$ cat config.mk
export PLATFORM = sky130hd
export DESIGN_NAME = irq_req_latch_flat
export DESIGN_NICKNAME = d
export VERILOG_FILES = /design/src/rtl/irq_pkg.sv /design/src/rtl/irq_req_latch_if.sv /design/src/rtl/irq_sync_edge.sv /design/src/rtl/irq_req_latch.sv /design/src/flat_wrapper.sv
export SDC_FILE = /design/constraint.sdc
export NUM_CORES = 1
export LEC_CHECK = 0
export CAP_MARGIN = 10
export CORE_ASPECT_RATIO = 0.9
export CORE_MARGIN = 3
export CORE_UTILIZATION = 44
export DETAILED_ROUTE_END_ITERATION = 7
export PLACE_DENSITY = 0.75
export REMOVE_ABC_BUFFERS = 1
export SYNTH_ARGS = -nofsm -noshare
export SYNTH_HDL_FRONTEND = slang
export SYNTH_SLANG_ARGS = --single-unit
$ cat constraint.sdc
create_clock -name clk -period 1.95 [get_ports clk]
set_clock_uncertainty 0.1 [all_clocks]
set_input_delay 0.39 -clock clk [delete_from_list [all_inputs] [get_ports clk]]
set_output_delay 0.39 -clock clk [all_outputs]
set_load 0.05 [all_outputs]
$ cat src/rtl/irq_pkg.sv
// rtl/irq_pkg.sv - shared constants, FSM encoding and helpers for the request latch
package irq_pkg;

    localparam int NREQ  = 4;
    localparam int IDX_W = 2;

    typedef enum logic [1:0] {
        IDLE = 2'b00,
        REQ  = 2'b01,
        SVC  = 2'b10
    } state_t;

    // One-hot select of a request line from its encoder index.
    function automatic logic [NREQ-1:0] idx_onehot(input logic [IDX_W-1:0] idx);
        return NREQ'(1) << idx;
    endfunction

endpackage

$ cat src/rtl/irq_req_latch_if.sv
// rtl/irq_req_latch_if.sv - encoder and consumer handshake bundle
interface irq_req_latch_if;
    import irq_pkg::*;

    logic [NREQ-1:0]  y_o;
    logic [IDX_W-1:0] a_i;
    logic             irq_o;
    logic             ack_i;
    logic             eoi_i;
    logic [IDX_W-1:0] svc_idx_o;
    logic             busy_o;

    // master: the latch itself; slave: encoder plus consumer
    modport master (
        output y_o, irq_o, svc_idx_o, busy_o,
        input  a_i, ack_i, eoi_i
    );

    modport slave (
        input  y_o, irq_o, svc_idx_o, busy_o,
        output a_i, ack_i, eoi_i
    );

endinterface

$ cat src/rtl/irq_sync_edge.sv
// rtl/irq_sync_edge.sv - per-line synchroniser with rising-edge detector
module irq_sync_edge #(
    parameter int SYNC_STAGES = 2
) (
    input  logic clk,
    input  logic rst_n,
    input  logic req,
    output logic level,
    output logic rise
);

    logic [SYNC_STAGES-1:0] sync;
    logic                   hist;

    // Shift the async line through the synchroniser; history starts low so a
    // line already high at reset release yields exactly one edge.
    always_ff @(posedge clk or negedge rst_n) begin
        if (!rst_n) begin
            sync <= '0;
            hist <= 1'b0;
        end else begin
            sync <= {sync[SYNC_STAGES-2:0], req};
            hist <= sync[SYNC_STAGES-1];
        end
    end

    assign level = sync[SYNC_STAGES-1];
    assign rise  = level & ~hist;

endmodule

$ cat src/rtl/irq_req_latch.sv
// rtl/irq_req_latch.sv - request capture, masking and req/ack/eoi service handshake
module irq_req_latch
    import irq_pkg::*;
#(
    parameter int SYNC_STAGES = 2,
    parameter int EDGE_MODE   = 1
) (
    input  logic            clk,
    input  logic            rst_n,
    input  logic [NREQ-1:0] req_in,
    input  logic [NREQ-1:0] mask_i,
    output logic [NREQ-1:0] lost_o,
    input  logic            lost_clr_i,
    irq_req_latch_if.master bus
);

    state_t           state, state_nxt;
    logic [NREQ-1:0]  level, rise;
    logic [NREQ-1:0]  pend, pend_nxt, lost_nxt;
    logic [NREQ-1:0]  y, clr;
    logic [IDX_W-1:0] svc_idx;
    logic             ack_ok;

    for (genvar i = 0; i < NREQ; i++) begin : g_line
        irq_sync_edge #(.SYNC_STAGES(SYNC_STAGES)) u_sync (
            .clk   (clk),
            .rst_n (rst_n),
            .req   (req_in[i]),
            .level (level[i]),
            .rise  (rise[i])
        );
    end

    assign y      = pend & ~mask_i;
    // An ack only counts while something is actually presented to the encoder.
    assign ack_ok = (state == REQ) && bus.ack_i && (y != '0);
    assign clr    = ack_ok ? idx_onehot(bus.a_i) : '0;

    // Pending/lost next state: a new edge beats a coincident clear.
    always_comb begin
        pend_nxt = pend;
        lost_nxt = lost_o;
        if (EDGE_MODE != 0) begin
            pend_nxt = rise | (pend & ~clr);
            lost_nxt = (rise & pend & ~clr) | (lost_o & ~{NREQ{lost_clr_i}});
        end else begin
            pend_nxt = level;
            lost_nxt = '0;
        end
    end

    // Pending, lost and served-index registers.
    always_ff @(posedge clk or negedge rst_n) begin
        if (!rst_n) begin
            pend    <= '0;
            lost_o  <= '0;
            svc_idx <= '0;
        end else begin
            pend   <= pend_nxt;
            lost_o <= lost_nxt;
            if (ack_ok) begin
                svc_idx <= bus.a_i;
            end
        end
    end

    // Handshake state register.
    always_ff @(posedge clk or negedge rst_n) begin
        if (!rst_n) begin
            state <= IDLE;
        end else begin
            state <= state_nxt;
        end
    end

    // Handshake next state; a fully masked vector in REQ withdraws the request.
    always_comb begin
        state_nxt = state;
        case (state)
            IDLE: if (y != '0) state_nxt = REQ;
            REQ: begin
                if (y == '0)        state_nxt = IDLE;
                else if (bus.ack_i) state_nxt = SVC;
            end
            SVC:  if (bus.eoi_i) state_nxt = IDLE;
            default: state_nxt = IDLE;
        endcase
    end

    assign bus.y_o       = y;
    assign bus.irq_o     = (state == REQ);
    assign bus.busy_o    = (state == SVC);
    assign bus.svc_idx_o = svc_idx;

endmodule

$ cat src/flat_wrapper.sv
// flat-port wrapper written by rule: the top's interface ports become plain ports
module irq_req_latch_flat import irq_pkg::*;
#(
    parameter int SYNC_STAGES = 2,
    parameter int EDGE_MODE   = 1
)
  (clk, rst_n, req_in, mask_i, lost_o, lost_clr_i, bus_y_o, bus_irq_o, bus_svc_idx_o, bus_busy_o, bus_a_i, bus_ack_i, bus_eoi_i);
  irq_req_latch_if bus_i ();
  input  logic clk;
  input  logic rst_n;
  input  logic [NREQ-1:0] req_in;
  input  logic [NREQ-1:0] mask_i;
  output logic [NREQ-1:0] lost_o;
  input  logic lost_clr_i;
  output wire logic [$bits(bus_i.y_o)-1:0] bus_y_o;
  output wire logic [$bits(bus_i.irq_o)-1:0] bus_irq_o;
  output wire logic [$bits(bus_i.svc_idx_o)-1:0] bus_svc_idx_o;
  output wire logic [$bits(bus_i.busy_o)-1:0] bus_busy_o;
  input wire logic [$bits(bus_i.a_i)-1:0] bus_a_i;
  input wire logic [$bits(bus_i.ack_i)-1:0] bus_ack_i;
  input wire logic [$bits(bus_i.eoi_i)-1:0] bus_eoi_i;
  assign bus_y_o = bus_i.y_o;
  assign bus_irq_o = bus_i.irq_o;
  assign bus_svc_idx_o = bus_i.svc_idx_o;
  assign bus_busy_o = bus_i.busy_o;
  assign bus_i.a_i = bus_a_i;
  assign bus_i.ack_i = bus_ack_i;
  assign bus_i.eoi_i = bus_eoi_i;
  irq_req_latch #(.SYNC_STAGES(SYNC_STAGES), .EDGE_MODE(EDGE_MODE)) u_core (.clk(clk), .rst_n(rst_n), .req_in(req_in), .mask_i(mask_i), .lost_o(lost_o), .lost_clr_i(lost_clr_i), .bus(bus_i));
endmodule
* After elaboration in Yosys (flattened, before gate mapping)
Cells that the tools add are included.
Operators by class: multiplexer cells 6, equal/unequal tests 5, shift operators 1, reduce and logical (&&, ||, !) cells 6, bitwise logic cells 18
Operator list (count):
- $and A4 B4 Y4 | 5
- $not A4 Y4 | 3
- $mux W2 | 4
- $or A4 B4 Y4 | 2
- $pmux W2 S3 | 1
- $and A1 B1 Y1 | 4
- $logic_not A4 Y1 | 1
- $mux W4 | 1
- $ne A2 B1 Y1 const B | 2
- $not A1 Y1 | 4
- $reduce_bool A4 Y1 | 1
- $shl A1 B2 Y4 const A | 1
- $ne A3 B1 Y1 const B | 1
- $reduce_and A3 Y1 | 1
- $eq A2 B1 Y1 const B | 1
- $eq A2 B2 Y1 const B | 1
- $logic_and A1 B1 Y1 | 2
- $logic_not A2 Y1 | 1
Storage, ports and cells: bits in registers 24, input bits 15, output and inout bits 12, logic and storage cells 48

* Longest topological paths before layout
Gate-level depths: netlist of the first run.
depth in word-level cells 8, gate-level depth with buffers 4, depth with buffers taken out 3

* Cells and area by module
From an unflattened synthesis of the first run, not the netlist that was laid out.
Unflattened totals: cells, all modules 72, area, all modules 914.6 um^2
Modules (own cells, without submodules):
- irq_req_latch | instances 1, seq. area each 300.3 um^2, cells an instance 56, area an instance 559.3 um^2
- irq_sync_edge | instances 4, seq. area each 75.1 um^2, cells an instance 4, area an instance 88.8 um^2

* Least setup slack after synthesis of the first run
Ideal clock, no wire load.
path type input to register, from input port mask_i[3], to register u_core.svc_idx[1], in the netlist u_core.bus.svc_idx_o[1], library setup time 125 ps, arrival time 1934 ps, data required time 1725 ps, path slack -209 ps, path buffers 1, stages 4, cell sequence nor2b_1 > o41a_1 > buf_2 > mux2_4
Between the ends: longest elaborated chain between the ends 4
RTL lines:
- start: declaration | line flat_wrapper.sv:12 | input logic [NREQ-1:0] mask_i;
- $not A4 Y4 | line irq_req_latch.sv:34 | assign y = pend & ~mask_i;
- $and A4 B4 Y4 | line irq_req_latch.sv:34
- $reduce_bool A4 Y1 | line irq_req_latch.sv:36 | assign ack_ok = (state == REQ) && bus.ack_i && (y != '0);
- $logic_and A1 B1 Y1 | line irq_req_latch.sv:36
- end signal: assignment | line irq_req_latch.sv:62 | svc_idx <= bus.a_i;
- end: declaration | line irq_req_latch.sv:21 | logic [IDX_W-1:0] svc_idx;
Every way passes these cells. A chain may end at the register's enable or synchronous reset.

* Final worst setup path of the first run
from input port mask_i[2], to output port bus_y_o[2]
Between the ends: longest elaborated chain between the ends 2
RTL lines:
- $not A4 Y4 | line irq_req_latch.sv:34
- $and A4 B4 Y4 | line irq_req_latch.sv:34
- end: declaration | line flat_wrapper.sv:15 | output wire logic [$bits(bus_i.y_o)-1:0] bus_y_o;
Every way passes these cells.

==> results.json, run 1 <==
{
  "grt_max_degree": 25,
  "drtAntennaViolNets": 0,
  "gr-total-overflow": 0,
  "dp_cells": 128,
  "nets": 124,
  "finalCriticalPeriod_ps": 1720,
  "ys_seq_area_frac": 0.678,
  "tns_ps": 0,
  "top_layer_used": "met4",
  "drt-vias-per-instance": 5.22,
  "dpl.hpwl_um": 1590,
  "portBuffers": 26,
  "drv_cap": 0,
  "insertion_delay_ps": 310,
  "cts-resized-gates": 0,
  "dr.pass1.iters": 3,
  "final_common_cell": "dfrtp_1",
  "slew_headroom": 0.774,
  "cts_buffers": 3,
  "drt-met1-wl_um": 803,
  "final_max_slew_viol_count": 0,
  "synth_largest_area_cell": "dfrtp_1",
  "root_buffer": "clkbuf_4",
  "cts_tree": "done",
  "crit_path_start_kind": "primary input",
  "io-pin-count": 27,
  "design_area_um2": 1290,
  "pre_cts_ws_ps": -62.3,
  "power_leakage_nw": 0.575,
  "ir_worst_vdd_mv": 0.831,
  "setup_ws_ps": 225,
  "instances_no_fill": 132,
  "synth_top_area_frac": 0.678,
  "hold_viol": 0,
  "crit_type": "primary input to primary output",
  "crit_required_ps": 1460,
  "drt-total-wl_um": 1960,
  "clkSinkCount": 24,
  "post-cts-setup-buffer-count": 0,
  "max_freq_ghz": 0.580,
  "die_w_um": 53.3,
  "fin_crit_sh": 0.885,
  "grt_pass1_wl_um": 3440,
  "end_kind": "primary output",
  "placed_area_um2": 1260,
  "rsz0062_at_grt": "false",
  "cts_htree_levels": 1,
  "setup_viol": 0,
  "synth_cells": 72,
  "synth_area_leaders": "dfrtp_1 68%, nor2b_1 7.1%, a32oi_1 4.0%",
  "hold_ws_ps": 265,
  "grt_antenna_before_repair": 0,
  "wire_per_inst_um": 14.9,
  "core_area_um2": 1790,
  "finalPower_mw": 1.65,
  "place_congestion": 0.751,
  "met2_length_um": 973,
  "mostFrequentLayoutCells": "24 x dfrtp_1, 14 x clkdlybuf4s50_1, 14 x buf_4",
  "yosys_warnings": 0,
  "tightestPinTransition_ps": 336,
  "min_path_type": "flip-flop to flip-flop",
  "initial_utilization": 0.496,
  "antennaDiodeCount": 0,
  "cts.clk_slew.worst_paths_ps": 120,
  "syn-cell-area_um2": 886,
  "area_growth_pct": 45.9,
  "rows": 14,
  "vias": 689,
  "ys_ff_latch": 24,
  "synth_cell_types": 18,
  "fin_util": 0.723,
  "grt_pass1_vias": 754,
  "drc": 0,
  "p_per_area_nw_per_um2": 1280,
  "clockBufferDepth": 2,
  "crit_arrival_ps": 1230,
  "die_area_um2": 2590,
  "wl_met3_um": 164,
  "holdBufCountCts": 0,
  "layout-drive-gt1-share": 0.241,
  "dr.first_iter.drc_count": 3,
  "cp_max_fo": 2,
  "avgSynthCellArea_um2": 12.3,
  "status": "completed",
  "grt_usage": 0.183,
  "die_h_um": 48.6
}
==> final timing paths <==
check	startpoint	end	slack, ps	cells past startpoint
setup / recovery	mask_i[2]	bus_y_o[2]	230	4
hold / removal	u_core.g_line[2].u_sync.sync[0]	u_core.g_line[2].u_sync.sync[1]	270	0
setup reg to reg	u_core.pend[3]	u_core.lost_o[1]	290	4
hold reg to reg	u_core.g_line[2].u_sync.sync[0]	u_core.g_line[2].u_sync.sync[1]	270	0
max in group asynchronous	rst_n	u_core.pend[2]	1210	2
min in group asynchronous	rst_n	u_core.pend[3]	320	2
==> worst max-delay path: stages <==
cell	delay [ps]
clkdlybuf4s50_1	390
nor2b_1	160
buf_4	160
buf_12	130
==> routing by layer <==
layer,vias up,track usage
met5,-,0
met4,0,0.0638
met3,3,0.0429
met2,27,0.298
met1,343,0.235
li1,316,-
==> state kept, by name (all words and copies together), names as in the netlist <==
name,count
u_core.bus.svc_idx_o,2
u_core.g_line.u_sync.hist,4
u_core.g_line.u_sync.sync,8
u_core.lost_o,4
u_core.pend,4
u_core.state,2
==> synthesized netlist by cell type <==
library cell	count
nor2b_1	10
nor2_1	8
nand2b_1	2
buf_2	1
mux2_4	1
a21o_1	1
mux2_2	1
o41a_1	1
a211oi_1	1
a21oi_1	4
nand2_1	5
inv_1	2
dfrtp_1	24
or2_2	1
o21ai_0	4
and3b_1	1
a32oi_1	4
nor4_1	1
==> kinds of logic after synthesis <==
group | count (synthesis) | synth area share
AO/OA/AOI/OAI | 15 | 0.114
buffers and inverters | 3 | 0.0141
flip-flops | 24 | 0.678
multiplexers | 2 | 0.0297
AND/OR/NAND/NOR | 28 | 0.164
==> final cells by class <==
cell class / instances / area, um2
sequential: 24 / 601
fill: 153 / 494
timing repair buffer: 33 / 345
multi-input combinational: 45 / 273
clock buffer: 4 / 36.3
tap: 24 / 30.0
inverter: 2 / 7.51
==> where the power goes <==
group / switching (mW) / internal (mW)
combinational: 0.429 / 0.300
sequential: 0.0757 / 0.592
clock: 0.141 / 0.114
total: 0.646 / 1.01
Note: power is estimated with default switching activity, not from simulation.
==> run 2, diff against run 1 <==
- CELL_PAD_IN_SITES_DETAIL_PLACEMENT: not set -> 0
- CELL_PAD_IN_SITES_GLOBAL_PLACEMENT: not set -> 2
- CORE_UTILIZATION: 44 -> 28
- PLACE_DENSITY: 0.75 -> 0.74
==> run 2 against run 1 <==
Against the previous run: cell area rose by 3.9%; first-iteration DRC count increased to 7.3 times the previous value; via count is 2.2% lower; non-clock buffer count up 4; critical path type unchanged; highest routed layer unchanged.
==> results.json, run 2 (synthesized netlist as in run 1, its figures left out) <==
{
  "gr-total-overflow": 0,
  "reg2reg_slack_ps": 290,
  "drtAntennaViolNets": 0,
  "setup_ws_ps": 200,
  "clockBufferDepth": 2,
  "combPwrFrac": 0.448,
  "cts_tree": "done",
  "hold_viol": 0,
  "regMostFlops": "u_core.g_line.u_sync.sync",
  "cts_htree_levels": 1,
  "drc": 0,
  "p_sw_mw": 0.632,
  "slew_headroom": 0.806,
  "grt_pass1_wl_um": 3030,
  "area_growth_pct": 51.6,
  "setup_viol": 0,
  "clkSinkCount": 24,
  "die_h_um": 59.4,
  "portBuffers": 26,
  "placed_area_um2": 1310,
  "drt-vias-per-instance": 4.43,
  "pre_cts_ws_ps": -75.8,
  "die_w_um": 65.3,
  "largest_reg_flops": 8,
  "place_congestion": 0.699,
  "ir_worst_vdd_mv": 0.781,
  "antennaDiodeCount": 0,
  "p_per_area_nw_per_um2": 1230,
  "core_area_um2": 2880,
  "nets": 128,
  "fin_crit_sh": 0.897,
  "instances_no_fill": 152,
  "io-pin-count": 27,
  "status": "completed",
  "dp_cells": 148,
  "finalPower_mw": 1.66,
  "mostFrequentLayoutCells": "24 x dfrtp_1, 18 x buf_4, 14 x clkdlybuf4s50_1",
  "finalCriticalPeriod_ps": 1750,
  "wire_per_inst_um": 12.2,
  "min_path_type": "flip-flop to flip-flop",
  "p_int_mw": 1.02,
  "seqPwrFrac": 0.400,
  "hold_ws_ps": 265,
  "vias": 674,
  "power_frac_clock": 0.153,
  "rsz0062_at_grt": "false",
  "grt_usage": 0.104,
  "max_freq_ghz": 0.572,
  "end_kind": "primary output",
  "crit_arrival_ps": 1260,
  "grt_max_degree": 25,
  "design_area_um2": 1340,
  "dr.pass1.iters": 4,
  "cts.clk_slew.worst_paths_ps": 120,
  "layout-drive-gt1-share": 0.268,
  "drt-total-wl_um": 1850,
  "dr.first_iter.drc_count": 22,
  "crit_path_start_kind": "primary input",
  "final_max_slew_viol_count": 0,
  "grt_antenna_before_repair": 0,
  "grt_pass1_vias": 674,
  "crit_required_ps": 1460,
  "insertion_delay_ps": 300,
  "sw_frac_of_total": 0.382,
  "final_common_cell": "dfrtp_1",
  "crit_type": "primary input to primary output",
  "post-cts-setup-buffer-count": 0,
  "tightestPinTransition_ps": 288,
  "holdBufCountCts": 0,
  "power_leakage_nw": 0.595,
  "cts-resized-gates": 0,
  "rows": 18,
  "initial_utilization": 0.307,
  "drv_cap": 0,
  "root_buffer": "clkbuf_4",
  "cp_max_fo": 2,
  "dpl.hpwl_um": 1420,
  "die_area_um2": 3880,
  "cts_buffers": 3
}
-- run 2: cell count changes in the layout (fill, tap and decap cells not counted), sizes merged --
| cell | previous run | this run |
|---|---|---|
| buf | 19 | 23 |
-- run 2: area by class of cell --
type	instances	area (um2)
multi-input cells	45	273
repair buffers	37	375
inverters	2	7.51
clock buffers	4	36.3
well taps	40	50.0
fillers	288	1540
flip-flops and latches	24	601
-- run 2: path summary, 6_finish.rpt --
path / from / endpoint / depth (start not counted)
worst max-delay path: mask_i[3] / bus_y_o[3] / 4
worst min-delay path: u_core.g_line[0].u_sync.sync[0] / u_core.g_line[0].u_sync.sync[1] / 0
worst max register to register: u_core.pend[3] / u_core.bus.svc_idx_o[1] / 3
worst min register to register: u_core.g_line[0].u_sync.sync[0] / u_core.g_line[0].u_sync.sync[1] / 0
max in group asynchronous: rst_n / u_core.g_line[0].u_sync.hist / 2
min in group asynchronous: rst_n / u_core.g_line[3].u_sync.sync[0] / 2
-- run 2: metal layers --
metal | up-vias | global-route usage | part of all wire
li1 | 329 | - | -
met1 | 310 | 0.143 | 0.50
met2 | 33 | 0.153 | 0.41
met3 | 2 | 0.0398 | 0.090
met4 | 0 | 0.0266 | 0.0070
met5 | - | 0 | 0
-- run 2: critical path, cell delays in order --
cell and delay [ps]:
clkdlybuf4s50_1 410, nor2b_1 180, buf_4 160, buf_12 130
-- run 2: stage by stage --
step           setup TNS (ps)  utilization
2_1_floorplan            -665            -
3_3_place_gp             -122        0.453
3_5_place_dp             -385        0.453
4_1_cts                     0        0.466
5_1_grt                     0        0.466
6_report                    0        0.466
-- run 2: power by group through the flow --
stage                     clock (mW)  sequential (mW)  combinational (mW)
after floorplan                    0            0.805               0.276
after global placement             0            0.670               0.744
after detailed placement           0            0.673               0.746
after CTS                      0.267            0.663               0.749
after global routing           0.288            0.675               0.783
final                          0.253            0.662               0.742
